===== src/rtl/multicycle_alu.sv =====
// Registered ALU stage behind the ALU control decoder.
// Logic and arithmetic operations finish in one cycle. SLL and SRL use a
// 1-bit-per-cycle shifter, so a start/busy/done handshake is provided.
module multicycle_alu #(
    parameter int WIDTH = 32
) (
    input  logic             clk,
    input  logic             reset,
    input  logic             start,
    input  logic [3:0]       ALUOperation,
    input  logic [WIDTH-1:0] A,
    input  logic [WIDTH-1:0] B,
    input  logic [4:0]       shamt,
    output logic             busy,
    output logic             done,
    output logic [WIDTH-1:0] ALUResult,
    output logic             Zero
);

    localparam logic [3:0] OP_AND = 4'b0000;
    localparam logic [3:0] OP_OR  = 4'b0001;
    localparam logic [3:0] OP_NOR = 4'b0010;
    localparam logic [3:0] OP_ADD = 4'b0011;
    localparam logic [3:0] OP_SUB = 4'b0100;
    localparam logic [3:0] OP_LUI = 4'b0101;
    localparam logic [3:0] OP_SLL = 4'b0111;
    localparam logic [3:0] OP_SRL = 4'b1000;
    localparam logic [3:0] OP_BNE = 4'b1001;
    localparam logic [3:0] OP_BEQ = 4'b1111;

    typedef enum logic [0:0] {
        IDLE  = 1'b0,
        SHIFT = 1'b1
    } state_t;

    state_t state, state_nxt;

    // Single-cycle operations. Returns {zero, result}. Branch compares
    // override the usual zero-result flag. Undefined codes give 0 / Zero=1.
    function automatic logic [WIDTH:0] alu_eval(
        input logic [3:0]       op,
        input logic [WIDTH-1:0] a,
        input logic [WIDTH-1:0] b
    );
        logic signed [WIDTH-1:0] sum;
        logic signed [WIDTH-1:0] diff;
        logic        [WIDTH-1:0] res;
        logic                    zf;
        sum  = $signed(a) + $signed(b);
        diff = $signed(a) - $signed(b);
        res  = '0;
        case (op)
            OP_AND:  res = a & b;
            OP_OR:   res = a | b;
            OP_NOR:  res = ~(a | b);
            OP_ADD:  res = sum;
            OP_SUB:  res = diff;
            OP_LUI:  res = {b[15:0], {(WIDTH-16){1'b0}}};
            OP_BEQ:  res = diff;
            OP_BNE:  res = diff;
            default: res = '0;
        endcase
        zf = (res == '0);
        if (op == OP_BEQ) zf = (a == b);
        if (op == OP_BNE) zf = (a != b);
        return {zf, res};
    endfunction

    // Stage p0: shifter working registers (operand, remaining count, direction)
    logic [WIDTH-1:0] work_p0;
    logic [4:0]       cnt_p0;
    logic             left_p0;

    // Stage p1: architectural outputs
    logic [WIDTH-1:0] result_p1;
    logic             zero_p1;
    logic             vld_p1;

    logic             is_shift;
    logic             load_shift;
    logic             shift_step;
    logic             finish_single;
    logic             finish_shift;
    logic [WIDTH:0]   eval_p0;

    assign is_shift = (ALUOperation == OP_SLL) || (ALUOperation == OP_SRL);
    assign eval_p0  = alu_eval(ALUOperation, A, B);

    // State register; reset abandons any shift in flight
    always_ff @(posedge clk or negedge reset) begin
        if (!reset) state <= IDLE;
        else        state <= state_nxt;
    end

    // Next-state and per-cycle control strobes
    always_comb begin
        state_nxt     = state;
        load_shift    = 1'b0;
        shift_step    = 1'b0;
        finish_single = 1'b0;
        finish_shift  = 1'b0;
        case (state)
            IDLE: begin
                if (start) begin
                    if (is_shift) begin
                        load_shift = 1'b1;
                        state_nxt  = SHIFT;
                    end else begin
                        finish_single = 1'b1;
                    end
                end
            end
            SHIFT: begin
                if (cnt_p0 != 5'd0) begin
                    shift_step = 1'b1;
                end else begin
                    finish_shift = 1'b1;
                    state_nxt    = IDLE;
                end
            end
            default: state_nxt = IDLE;
        endcase
    end

    // Shifter: capture operands at accept, then move one bit per cycle
    always_ff @(posedge clk or negedge reset) begin
        if (!reset) begin
            work_p0 <= '0;
            cnt_p0  <= '0;
            left_p0 <= 1'b0;
        end else if (load_shift) begin
            work_p0 <= B;
            cnt_p0  <= shamt;
            left_p0 <= (ALUOperation == OP_SLL);
        end else if (shift_step) begin
            work_p0 <= left_p0 ? {work_p0[WIDTH-2:0], 1'b0} : {1'b0, work_p0[WIDTH-1:1]};
            cnt_p0  <= cnt_p0 - 5'd1;
        end
    end

    // Output registers change only on the edge that raises done
    always_ff @(posedge clk or negedge reset) begin
        if (!reset) begin
            result_p1 <= '0;
            zero_p1   <= 1'b0;
            vld_p1    <= 1'b0;
        end else begin
            vld_p1 <= finish_single | finish_shift;
            if (finish_single) begin
                result_p1 <= eval_p0[WIDTH-1:0];
                zero_p1   <= eval_p0[WIDTH];
            end else if (finish_shift) begin
                result_p1 <= work_p0;
                zero_p1   <= (work_p0 == '0);
            end
        end
    end

    assign busy      = (state == SHIFT);
    assign done      = vld_p1;
    assign ALUResult = result_p1;
    assign Zero      = zero_p1;

endmodule


===== config.mk =====
export PLATFORM = sky130hd
export DESIGN_NAME = multicycle_alu
export DESIGN_NICKNAME = d
export VERILOG_FILES = /design/src/rtl/multicycle_alu.sv
export SDC_FILE = /design/constraint.sdc
export NUM_CORES = 1
export LEC_CHECK = 0
export BUFFER_PORTS_ARGS = -buffer_cell sky130_fd_sc_hd__buf_2
export CORE_ASPECT_RATIO = 0.9
export CORE_MARGIN = 2
export CORE_UTILIZATION = 25
export DETAILED_ROUTE_END_ITERATION = 12
export GPL_TIMING_DRIVEN = 0
export PLACE_DENSITY = 0.42
export SETUP_SLACK_MARGIN = 0.4
export SLEW_MARGIN = 30
export SYNTH_ARGS = -nofsm -noshare
export SYNTH_HDL_FRONTEND = slang
export SYNTH_SLANG_ARGS = --single-unit

===== constraint.sdc =====
create_clock -name clk -period 2.83 [get_ports clk]
set_clock_uncertainty 0.05 [all_clocks]
set_input_delay 0.283 -clock clk [delete_from_list [all_inputs] [get_ports clk]]
set_output_delay 0.283 -clock clk [all_outputs]
set_load 0.05 [all_outputs]

==> metrics.txt <==
yosys warns=0; Synth Instances=1,240; Post-synth EDFFs=0; sequential cell area=0.00183 mm²; Layout Utilization=0.376; total gr overflow=0; Ports=111; Final Net Count=1,653; most frequent cells in the layout=96 x buf_4, 96 x nand2_1, 95 x nor2_1, 90 x buf_2, 78 x ha_1; initial antenna violation count=0; Critical path destination=Zero; CTS tree=done; top_reg_cell synth=dfrtp_1; drt initial violations=1,089; First-pass DRT Iterations=8; CP Data Arrival Time=3420 ps; post-synthesis cell type count=82; H-tree Lvls=3; width of the chip=209 µm; Reg clk slew, reported paths=60 ps; status=complete, but fails checks; PortBufs=110; GPL Wtd Cong=0.979; Initial Util=0.254; worst slew pin tran=863 ps; Reg2Reg Depth=9; WP data required=3020 ps; Leak Pwr=6.15 nW; Max IR drop VDD=0.000298 V; RSZ-0062 raised after global routing=yes; max-cap violation count=0; Max Fclk=309 MHz; fin crit period=3240 ps; synthesized cell area=0.00944 mm²; Final Max Slew Viols=0; Placed Instance Area=0.0110 mm²; Crit Path Class=input port to flip-flop; syn nets=1,423; Final Power=8.11 mW; Fill cells=3,928; die height=188 µm; WL/cell=25.7 µm; worst skew pair latency=340 ps; core area=0.0372 mm²; TNS Setup=-1030 ps; hpwl dp=38,800 µm; footprint of the multi-input gates=0.00839 mm²; r2r endpoint=Zero; final worst-path cycle share=1.14; setup ws final=-408 ps; largest net degree at the start of global routing=62; Worst Setup End Kind=flip-flop; Worst R2R Setup Slack=-80 ps; Via density=5.78; Hold Vio Cnt, Final=0; Post-Syn Area per Cell=7.61 µm²; Rows=67; r2r startpoint=busy; final setup fails=5; gr usage total=0.248; Pwr Density=579 mW/mm²; Clock Sinks=73; number of global-route vias before repair=10,700; first-pass GRT wire length=72,700 µm; final WL=50,300 µm; layout cells sized above 1=0.391; TritonCTS Buffers=9; fraction of registers with async set/reset=1.00; Max FO, Critical Path=3; violated checks=setup timing; CTS Buffer Depth=2; Hold Crit Class=input port to flip-flop; Design Area, Final=0.0140 mm²; CP Launch Type=input port; Root Buffer=clkbuf_16; worst setup path start=A[0]; Slew headroom=0.425; Residual DRC=0; synthesis-stage register bit count=73; DRT antenna net count=0; Die ar.=0.0393 mm²; Area growth syn-to-layout=48.5%; sequential element share of the synthesized area=0.194; routed vias=11,300; antenna cell count=0
[flip-flops by register name, indices dropped and copies added (netlist names)]
signal / count
busy: 1
work_p0: 32
ALUResult: 32
done: 1
Zero: 1
cnt_p0: 5
left_p0: 1
[final cells by class]
cell class	count	area share
Multi-Input combinational cell	977	0.599
Sequential cell	73	0.130
Timing Repair Buffer	219	0.127
Buffer	84	0.0437
Tap cell	483	0.0431
Inverter	106	0.0343
Clock buffer	10	0.0163
Clock inverter	6	0.00589
[critical path: stages]
cell	delay (ps)
buf_12	110
inv_12	50
ha_4	120
inv_2	30
fa_2	380
nand2b_4	100
a211oi_4	80
o311a_4	410
o31ai_4	250
buf_6	170
a21oi_4	70
a221o_1	370
a22oi_2	240
nor4b_4	230
nand4_1	200
o41ai_2	320
[cell families (layout without fill, tap and decap cells)]
group	Yosys count	in the layout	synth area share
AO/OA/AOI/OAI	447	447	0.340
AND/OR/NAND/NOR	373	373	0.192
buffers and inverters	190	425	0.0789
adder cells (fa/ha/maj)	107	107	0.143
flip-flops	73	73	0.194
multiplexers	39	39	0.0419
XOR/XNOR	11	11	0.0102
[how the worst min path moves through the flow]
| stage | from | endpoint | slack [ps] | cells after the start |
|---|---|---|---|---|
| after global placement | shamt[3] | cnt_p0[3] | 440 | 3 |
| after detailed placement | reset | ALUResult[1] | 70 | 1 |
| final | shamt[4] | cnt_p0[4] | 100 | 3 |
| after CTS | shamt[3] | cnt_p0[3] | 90 | 3 |
| after global routing | shamt[4] | cnt_p0[4] | 100 | 3 |
| after floorplan | reset | ALUResult[0] | -60 | 0 |
[cell usage after synthesis (10+ instances only)]
cell type	count	area share
nand4_1	18	0.012
a21oi_1	103	0.055
o211ai_1	10	0.0080
mux2i_1	35	0.037
clkbuf_1	59	0.023
a221o_1	45	0.048
nor2b_1	16	0.011
a21o_1	17	0.014
o221ai_1	23	0.021
buf_1	10	0.0040
nor3_1	19	0.010
nand2_1	102	0.041
a211oi_1	15	0.012
a22oi_1	14	0.011
o31ai_1	13	0.010
a31oi_1	23	0.015
o21ai_0	76	0.040
nand3_1	23	0.012
nor4_1	17	0.011
nand2b_1	17	0.011
nor2_1	111	0.044
o221a_2	14	0.017
dfrtp_1	73	0.19
ha_1	105	0.14
inv_1	105	0.042
buf_2	13	0.0069
[stage by stage]
step / hold slack (ps) / setup WS, ps / cells
4_1_cts: 90.0 / -498 / 1892
2_1_floorplan: -62.6 / -173 / 1240
5_1_grt: 96.8 / -477 / 1958
3_5_place_dp: 70.7 / -1890 / 1834
3_3_place_gp: 437 / -1890 / 1833
6_report: 96.7 / -408 / 1958
[per-layer routing]
| layer | up-vias | GRT usage | wire [µm] | share of wire |
|---|---|---|---|---|
| met2 | 570 | 0.367 | 21000 | 0.42 |
| met4 | 0 | 0.0882 | 2030 | 0.040 |
| met1 | 5560 | 0.358 | 22900 | 0.46 |
| li1 | 5086 | - | - | - |
| met5 | - | 0 | 0 | 0 |
| met3 | 98 | 0.0458 | 4360 | 0.087 |
[what timing repair did]
item	CTS	global route
cloned	0	1
setup endpoints to repair	73	68
hold endpoints to repair	12	0
setup buffers	41	65
pin swaps	63	94
hold buffers	1	0
gates resized for setup	284	242
[power breakdown]
group	switching, mW	leakage, nW	total (mW)	internal, mW
clock network	0.458	0.152	1.23	0.768
logic	3.16	5.08	4.93	1.77
registers	0.471	0.917	1.96	1.49
total	4.09	6.15	8.11	4.02
(Power assumes the default switching activity.)
